==> config.mk <==
export PLATFORM = sky130hd
export DESIGN_NAME = multicycle_control
export DESIGN_NICKNAME = d
export VERILOG_FILES = /design/src/rtl/multicycle_control.sv
export SDC_FILE = /design/constraint.sdc
export NUM_CORES = 1
export LEC_CHECK = 0
export CORE_MARGIN = 4
export CORE_UTILIZATION = 48
export CTS_BUF_LIST = sky130_fd_sc_hd__clkbuf_16
export CTS_CLUSTER_SIZE = 12
export DETAILED_ROUTE_END_ITERATION = 10
export HOLD_SLACK_MARGIN = 0.15
export PLACE_DENSITY = 0.83
export SYNTH_ARGS = -nofsm -noshare
export SYNTH_HDL_FRONTEND = slang
export SYNTH_SLANG_ARGS = --single-unit
==> constraint.sdc <==
create_clock -name clk -period 2.9 [get_ports clk]
set_input_delay 0.435 -clock clk [delete_from_list [all_inputs] [get_ports clk]]
set_output_delay 0.435 -clock clk [all_outputs]
set_load 0.01 [all_outputs]
==> src/rtl/multicycle_control.sv <==
// Multicycle MIPS sequencer.
// Walks each instruction through FETCH/DECODE and its per-opcode states,
// driving datapath mux selects and write enables. The shared memory port
// uses a req/ready handshake with a wait timeout that traps into HALT.
//
// Memory handshake: mem_req is held high for the whole of FETCH, MEMRD and
// MEMWR. The access completes in the cycle where mem_req=1 and mem_ready=1;
// the enables that depend on the access (IRWrite/PCWrite in FETCH, retire in
// MEMWR) are qualified by mem_ready in that same cycle. mem_ready is ignored
// whenever mem_req is low.

module multicycle_control #(
    parameter int unsigned WAIT_MAX        = 15,
    parameter bit          TRAP_ON_ILLEGAL = 1'b0
) (
    input  logic       clk,
    input  logic       rst_n,
    input  logic [5:0] opcode,
    input  logic       mem_ready,
    output logic       mem_req,
    output logic       IorD,
    output logic       MemWrite,
    output logic       IRWrite,
    output logic       PCWrite,
    output logic       Branch,
    output logic [1:0] PCSrc,
    output logic       ALUSrcA,
    output logic [1:0] ALUSrcB,
    output logic [1:0] ALUOp,
    output logic       RegWrite,
    output logic       RegDst,
    output logic       MemtoReg,
    output logic       retire,
    output logic       illegal_op,
    output logic       bus_err,
    output logic [3:0] state_o
);

    // Instruction opcodes (IR[31:26])
    localparam logic [5:0] OP_RTYPE = 6'b000000;
    localparam logic [5:0] OP_LW    = 6'b100011;
    localparam logic [5:0] OP_SW    = 6'b101011;
    localparam logic [5:0] OP_ADDI  = 6'b001000;
    localparam logic [5:0] OP_BEQ   = 6'b000100;
    localparam logic [5:0] OP_J     = 6'b000010;

    // Wait counter is just wide enough to reach WAIT_MAX.
    localparam int unsigned    CW       = (WAIT_MAX == 0) ? 1 : $clog2(WAIT_MAX + 1);
    localparam logic [CW-1:0]  WAIT_LIM = CW'(WAIT_MAX);
    localparam logic [CW-1:0]  CNT_SAT  = {CW{1'b1}};

    typedef enum logic [3:0] {
        S_FETCH  = 4'd0,
        S_DECODE = 4'd1,
        S_MEMADR = 4'd2,
        S_MEMRD  = 4'd3,
        S_MEMWB  = 4'd4,
        S_MEMWR  = 4'd5,
        S_RTEXE  = 4'd6,
        S_ALUWB  = 4'd7,
        S_BEQ    = 4'd8,
        S_ADDIEX = 4'd9,
        S_ADDIWB = 4'd10,
        S_JUMP   = 4'd11,
        S_HALT   = 4'd12
    } state_t;

    state_t        state_q, state_d;
    logic [CW-1:0] wait_cnt_q, wait_cnt_d;
    logic          bus_err_q, bus_err_d;
    logic          access;
    logic          timeout;

    // A memory access is in progress in exactly these three states.
    assign access = (state_q == S_FETCH) || (state_q == S_MEMRD) || (state_q == S_MEMWR);

    // Timeout fires on the stalled cycle that finds the counter already at the limit.
    assign timeout = (WAIT_MAX != 0) && access && !mem_ready && (wait_cnt_q == WAIT_LIM);

    assign state_o = state_q;
    assign bus_err = bus_err_q;

    // State register; reset lands in FETCH asynchronously.
    always_ff @(posedge clk or negedge rst_n) begin
        if (!rst_n) begin
            state_q <= S_FETCH;
        end else begin
            state_q <= state_d;
        end
    end

    // Wait counter and sticky bus error.
    always_ff @(posedge clk or negedge rst_n) begin
        if (!rst_n) begin
            wait_cnt_q <= '0;
            bus_err_q  <= 1'b0;
        end else begin
            wait_cnt_q <= wait_cnt_d;
            bus_err_q  <= bus_err_d;
        end
    end

    // Wait counter: restart on entry to an access state, count stalled cycles, saturate.
    always_comb begin
        wait_cnt_d = wait_cnt_q;
        if (access && !mem_ready && (wait_cnt_q != CNT_SAT)) begin
            wait_cnt_d = wait_cnt_q + 1'b1;
        end
        if ((state_d != state_q) &&
            ((state_d == S_FETCH) || (state_d == S_MEMRD) || (state_d == S_MEMWR))) begin
            wait_cnt_d = '0;
        end
        bus_err_d = bus_err_q | timeout;
    end

    // Next-state and datapath control decode.
    always_comb begin
        state_d    = state_q;
        mem_req    = 1'b0;
        IorD       = 1'b0;
        MemWrite   = 1'b0;
        IRWrite    = 1'b0;
        PCWrite    = 1'b0;
        Branch     = 1'b0;
        PCSrc      = 2'b00;
        ALUSrcA    = 1'b0;
        ALUSrcB    = 2'b00;
        ALUOp      = 2'b00;
        RegWrite   = 1'b0;
        RegDst     = 1'b0;
        MemtoReg   = 1'b0;
        retire     = 1'b0;
        illegal_op = 1'b0;

        unique case (state_q)
            S_FETCH: begin
                // PC + 4 computed on the ALU while the instruction is read.
                mem_req = 1'b1;
                ALUSrcB = 2'b01;
                IRWrite = mem_ready;
                PCWrite = mem_ready;
                if (mem_ready) begin
                    state_d = S_DECODE;
                end
            end
            S_DECODE: begin
                // Branch target precomputed into ALUOut.
                ALUSrcB = 2'b11;
                unique case (opcode)
                    OP_LW, OP_SW: state_d = S_MEMADR;
                    OP_RTYPE:     state_d = S_RTEXE;
                    OP_ADDI:      state_d = S_ADDIEX;
                    OP_BEQ:       state_d = S_BEQ;
                    OP_J:         state_d = S_JUMP;
                    default: begin
                        illegal_op = 1'b1;
                        state_d    = TRAP_ON_ILLEGAL ? S_HALT : S_FETCH;
                    end
                endcase
            end
            S_MEMADR: begin
                ALUSrcA = 1'b1;
                ALUSrcB = 2'b10;
                state_d = (opcode == OP_LW) ? S_MEMRD : S_MEMWR;
            end
            S_MEMRD: begin
                mem_req = 1'b1;
                IorD    = 1'b1;
                if (mem_ready) begin
                    state_d = S_MEMWB;
                end
            end
            S_MEMWB: begin
                RegWrite = 1'b1;
                MemtoReg = 1'b1;
                retire   = 1'b1;
                state_d  = S_FETCH;
            end
            S_MEMWR: begin
                mem_req  = 1'b1;
                IorD     = 1'b1;
                MemWrite = 1'b1;
                retire   = mem_ready;
                if (mem_ready) begin
                    state_d = S_FETCH;
                end
            end
            S_RTEXE: begin
                ALUSrcA = 1'b1;
                ALUOp   = 2'b10;
                state_d = S_ALUWB;
            end
            S_ALUWB: begin
                RegWrite = 1'b1;
                RegDst   = 1'b1;
                retire   = 1'b1;
                state_d  = S_FETCH;
            end
            S_BEQ: begin
                // PC loads ALUOut only if the subtract gives zero.
                ALUSrcA = 1'b1;
                ALUOp   = 2'b01;
                PCSrc   = 2'b01;
                Branch  = 1'b1;
                retire  = 1'b1;
                state_d = S_FETCH;
            end
            S_ADDIEX: begin
                ALUSrcA = 1'b1;
                ALUSrcB = 2'b10;
                state_d = S_ADDIWB;
            end
            S_ADDIWB: begin
                RegWrite = 1'b1;
                retire   = 1'b1;
                state_d  = S_FETCH;
            end
            S_JUMP: begin
                PCSrc   = 2'b10;
                PCWrite = 1'b1;
                retire  = 1'b1;
                state_d = S_FETCH;
            end
            S_HALT: begin
                // Only reset leaves HALT.
                state_d = S_HALT;
            end
            default: begin
                state_d = S_HALT;
            end
        endcase

        // A memory port that never answers parks the sequencer.
        if (timeout) begin
            state_d = S_HALT;
        end

        // During reset the state already reads FETCH, so selects keep their
        // FETCH values; only the enables, strobes, request and pulses are forced low.
        if (!rst_n) begin
            mem_req    = 1'b0;
            MemWrite   = 1'b0;
            IRWrite    = 1'b0;
            PCWrite    = 1'b0;
            Branch     = 1'b0;
            RegWrite   = 1'b0;
            retire     = 1'b0;
            illegal_op = 1'b0;
        end
    end

endmodule

## Word level (Yosys, flattened, before mapping)

Index checks and enable logic that the tools add are counted.

- Add/sub/neg operators: 1
- Equality and inequality tests: 21
- Mux-type cells: 33
- Bitwise logic cells: 1
- Reduce and logical (&&, ||, !) cells: 21

Operator list:

| kind | count |
|---|---|
| one-hot mux 4 bit (8 select lines) | 1 |
| 2-to-1 mux 4 bit | 6 |
| == test 4 x 3 -> 1 bit (second input constant) | 5 |
| == test 4 bit (second input constant) | 5 |
| one-hot mux 4 bit (5 select lines) | 1 |
| 2-to-1 mux 1 bit | 19 |
| == test 4 x 2 -> 1 bit (second input constant) | 3 |
| == test 6 bit (second input constant) | 2 |
| zero test 4 bit | 2 |
| one-hot mux 2 bit (2 select lines) | 2 |
| == test 6 x 2 -> 1 bit (second input constant) | 1 |
| == test 6 x 3 -> 1 bit (second input constant) | 1 |
| == test 6 x 4 -> 1 bit (second input constant) | 1 |
| zero test 6 bit | 1 |
| one-hot mux 2 bit (3 select lines) | 1 |
| OR reduction 2 bit | 3 |
| OR reduction 3 bit | 2 |
| OR reduction 6 bit | 1 |
| OR reduction 5 bit | 1 |
| adder 4 x 1 -> 4 bit (second input constant) | 1 |
| == test 4 x 1 -> 1 bit (second input constant) | 1 |
| logical AND 1 bit | 4 |
| logical OR 1 bit | 4 |
| != test 4 bit | 1 |
| other kinds (7) | 8 |

- Bits in registers: 9
- Input bits: 9
- Output and inout bits: 23

## Longest topological paths before layout

Gate-level depths: netlist of run 1.

- Depth after elaboration: 11
- Gate-level depth with buffers: 8

## Worst setup path after synthesis of run 1

OpenSTA, ideal clock, no wires.

- Path kind: reg-to-output
- From: reg state_q[2], in the netlist state_o[2]
- To: out Branch
- Arrival: 1,558 ps
- Data required time: 2,465 ps
- Path slack: 907 ps
- Cell stages (with the launch flop): 6
- Path buffers: 2
- Cell sequence: dfrtp_1 buf_2 buf_2 nand2b_1 nor3_1 and2_1

- Longest elaborated chain between the ends: 3

RTL lines:

| element | line | text |
|---|---|---|
| start: declaration | 68 | `state_t state_q, state_d;` |
| start signal: assignment | 88 | `state_q <= state_d;` |
| == test 4 bit | 135 | `unique case (state_q)` |
| 2-to-1 mux 1 bit | 135 |  |
| 2-to-1 mux 1 bit | 240 | `if (!rst_n) begin` |
| end: declaration | 25 | `output logic Branch,` |

No other way between the ends.

## Worst setup path in the final report of run 1

- From: reg state_q[0], in the netlist state_o[0]
- To: out retire

- Longest elaborated chain between the ends: 4
- Elaborated cells on any way between the ends: 9
- Classes of those cells: 6 x eq/ne; 2 x mux; 1 x reduce/logical

RTL lines:

| element | line | text |
|---|---|---|
| == test 4 bit / == test 4 x 3 -> 1 bit (equally long branches) | 135 |  |
| OR reduction 5 bit (no line) | - |  |
| one-hot mux 1 bit (2 select lines) * | 135 |  |
| 2-to-1 mux 1 bit * | 240 |  |
| end: declaration | 33 | `output logic retire,` |

Mark *: on every way between the ends. The rest lies on a longest branch, timed or not.

==> summary.md, run 1 <==
| Metric | Value |
|---|---|
| Tightest Pin Transition | between 700 and 800 ps |
| R2R Setup Slk | 560 ps |
| WP depth | 4 |
| I/O pin total | 32 |
| CP delay by family, top | flip-flops |
| Critical path data arrival time | approximately 2200 ps |
| Initial Utilization | between 50% and 60% |
| Slew HR | between 40 and 50% |
| Xor/xnor share of the synthesized area | under 10% |
| RSZ-0062 raised after global routing | false |
| Final net count | about 170 |
| Final Setup Violations | 0 |
| Worst r2r path cells | 5 |
| Initial antenna violation count | 0 |
| Synth Area in Adders | under 10% |
| Crit path capture type | output port |
| YS warnings | 0 |
| Simple-gate share of the synthesized area | between 30% and 40% |
| Worst setup path endpoint | retire |
| WHS | 466 ps |
| Cell Chain, Critical Path | nor2b_1 -> o21a_1 -> nor4b_1 -> clkdlybuf4s50_1 |
| CP Launch Point | state_o[0] |
| Largest stage delay on the critical path | about 730 ps |
| Final wirelength | around 2900 µm |
| First-pass GRT wire length | 4950 µm |
| Total setup buffers inserted after CTS | 0 |
| Area taken by multi-input logic gates | around 710 µm² |
| Worst skew pair latency | roughly 240 ps |
| Status | completed |
| Layout cells sized above 1 | 10.4% |
| Mean Syn Cell Area | 8.06 µm² |
| Util after Layout | between 70% and 80% |
| Fillcell total | roughly 190 |
| Post-synthesis compound-gate area fraction | a little under a quarter |
| Post-CTS Hold Fix Bufs | 0 |
| Post-Syn Area | 1000 µm² |
| Leak Pwr | roughly 0.53 nW |
| Worst setup path category | flop to output port |
| Register area | around 230 µm² |
| Met3 wire length | about 120 µm |
| Pwr dens | around 700 nW/µm² |
| Port bufs | 31 |
| Tcrit/Tclk final | between 90% and 100% |
| Vias in the first global route | 1078 |
| Slowest CP cell | dfrtp_1 |
| R2r endpoint | wait_cnt_q[0] |
| Post-CTS resize count | 0 |
| Setup TNS | 0 ps |
| Root buffer cell | clkbuf_16 |
| Post-synthesis sequential area ratio | between 20% and 30% |
| Initial drt markers | 29 |
| Global Route Usage Sum | between 20% and 30% |
| Commonest non-fill, non-tap cell in the layout | clkdlybuf4s50_1 |
| Uppermost routed layer | met4 |
| First drt pass iteration count | 4 |
| Clock skew after layout | roughly 1.5 ps |
| Antenna Nets Post-Route | 0 |
| Layout Area Growth over Synthesis | 38.9% |
| WL met1 | about 1200 µm |
| Clock-pin slew on the worst setup and hold paths | ~40 ps |
| CP Max Fanout | 20 |
| Num CTS Buffers | 3 |
| Critical Path Start Type | flop |
| Met2 routed WL | between 1500 and 2000 µm |
| Total grt overflow | 0 |
| Cells after Synth | between 100 and 150 |
| Post-DP HPWL | roughly 2200 µm |
| Max_cap viols | 0 |
| Most frequent cells in the layout | clkdlybuf4s50_1, nor3_1, nor2_1 |
| CTS sink cnt | 9 |
| Diode count | 0 |
| Fin. max-slew vios | 0 |
| Max frequency | around 380 MHz |
| Wire per inst | around 16 µm |
| Final hold vios | 0 |
| Bufs and invs on worst path | 1 |
| Vias per cell | 6.06 |
| Die Wd | roughly 54 µm |
| # DRC | 0 |
| Syn nets | around 130 |
| CP required | 2470 ps |
| Mux cell area share after synthesis | roughly 2% |
| CTS tree | built |
| GP Congestion | roughly 0.89 |
| Die area | around 2900 µm² |
| Largest net degree at the start of global routing | 23 |
| Period minus WS final | approximately 2700 ps |
| #FFs+latches synth | 9 |
| H-tree levels | 1 |
| Die Y | approximately 54 µm |
| Main combinational cell family by area after synthesis | simple AND/OR/NAND/NOR gates |
| Yosys cell types | between 40 and 50 |
| Core box area | around 2000 µm² |
| Clock buffer depth | 2 |
| Min-delay worst type | flop to flop |
| Rows | 16 |
| Max VDD drop | between 0.0006 and 0.0007 V |
| Vias | 1096 |
| Reg2reg start | state_o[2] |
[worst register-to-register path, delay by kind of cell (launching register included)]
family	cells	cell delay [ps]
AOI/OAI and AO/OA	3	1130
DFF	1	610
and+or+nand+nor	1	170
buffers and inverters	1	290
[metal layers]
| metal | vias up | GRT usage [%] |
|---|---|---|
| li1 | 528 | - |
| met1 | 526 | 29.2 |
| met2 | 35 | 37.6 |
| met3 | 7 | 3.32 |
| met4 | 0 | 11.1 |
| met5 | - | 0 |
[worst min path at each step]
stage / startpoint / to / slack, ps / cells after the start
2_1_floorplan: rst_n / bus_err / 140 / 0
3_3_place_gp: bus_err / bus_err / 450 / 1
3_5_place_dp: bus_err / bus_err / 460 / 1
4_1_cts: bus_err / bus_err / 470 / 1
5_1_grt: bus_err / bus_err / 510 / 1
6_report: bus_err / bus_err / 470 / 1
[cells in the mapped netlist]
master	n	area, µm²
buf_2	6	30.0
nor2b_1	6	37.5
and2_1	2	12.5
a211oi_2	1	12.5
nand3_1	1	5.00
a211oi_1	1	7.51
nor3b_1	5	37.5
nor4b_1	2	17.5
o22ai_1	2	12.5
a22oi_2	1	12.5
or4_1	1	7.51
or2_2	1	6.26
ha_1	1	12.5
xnor2_1	4	35.0
nor2_1	11	41.3
o21ai_2	1	8.76
o211ai_1	2	15.0
nand4b_1	2	17.5
mux2i_1	2	20.0
o21ai_0	7	35.0
a21o_1	2	15.0
a21oi_1	8	40.0
a2111oi_0	1	8.76
o211ai_2	1	12.5
inv_1	1	3.75
and4_1	1	8.76
dfrtp_1	9	225
nand2b_1	5	31.3
nor3_1	12	60.1
nor4_1	3	18.8
xor2_1	3	26.3
and3_1	3	18.8
o21a_1	1	7.51
nand4_1	1	6.26
nand2_1	4	15.0
buf_6	3	33.8
nor4b_4	1	23.8
nand3b_1	1	7.51
o21ai_1	1	5.00
o211a_1	1	10.0
o32a_2	1	11.3
nor3_2	1	10.0
a41oi_2	1	16.3
[flip-flops by register name (all words and copies together), names as in the netlist]
signal      flops
bus_err         1
state_o         4
wait_cnt_q      4
[per-stage QoR]
stage | worst slack [ps] | cells | power (mW) | area, µm²
2_1_floorplan | 907 | 124 | 0.559 | 1000
3_3_place_gp | 397 | 177 | 0.716 | 1310
3_5_place_dp | 269 | 177 | 0.735 | 1310
4_1_cts | 231 | 181 | 0.981 | 1390
5_1_grt | 91.0 | 181 | 1.05 | 1390
6_report | 234 | 181 | 0.976 | 1390
[power by group]
group	total, mW	switching, mW	internal [mW]
Clock	0.241	0.0610	0.180
Combinational	0.501	0.243	0.259
Sequential	0.234	0.0809	0.153
Total	0.976	0.385	0.592
[cell type report]
| cell class | instances | area share, % |
|---|---|---|
| multi-input combinational | 105 | 50.9 |
| timing repair buffer | 35 | 24.5 |
| sequential | 9 | 16.2 |
| clock buffer | 3 | 5.41 |
| tap | 27 | 2.43 |
| clock inverter | 1 | 0.270 |
| inverter | 1 | 0.270 |
[logic make-up (layout without fill, tap and decap cells)]
group                      after synthesis  count (layout)
AOI/OAI and AO/OA                       32              32
and+or+nand+nor                         63              63
muxes                                    2               2
buffers and inverters                   10              40
xor gates and xnor gates                 7               7
DFF                                      9               9
adders and majority gates                1               1
No activity file was read; power rests on OpenSTA's default activity.
==> inputs of run 2 (changes only) <==
Settings changed: TNS_END_PERCENT from default to 20.
==> results of run 2 <==
No change in the layout: final DEF, timing and power equal those of run 1.
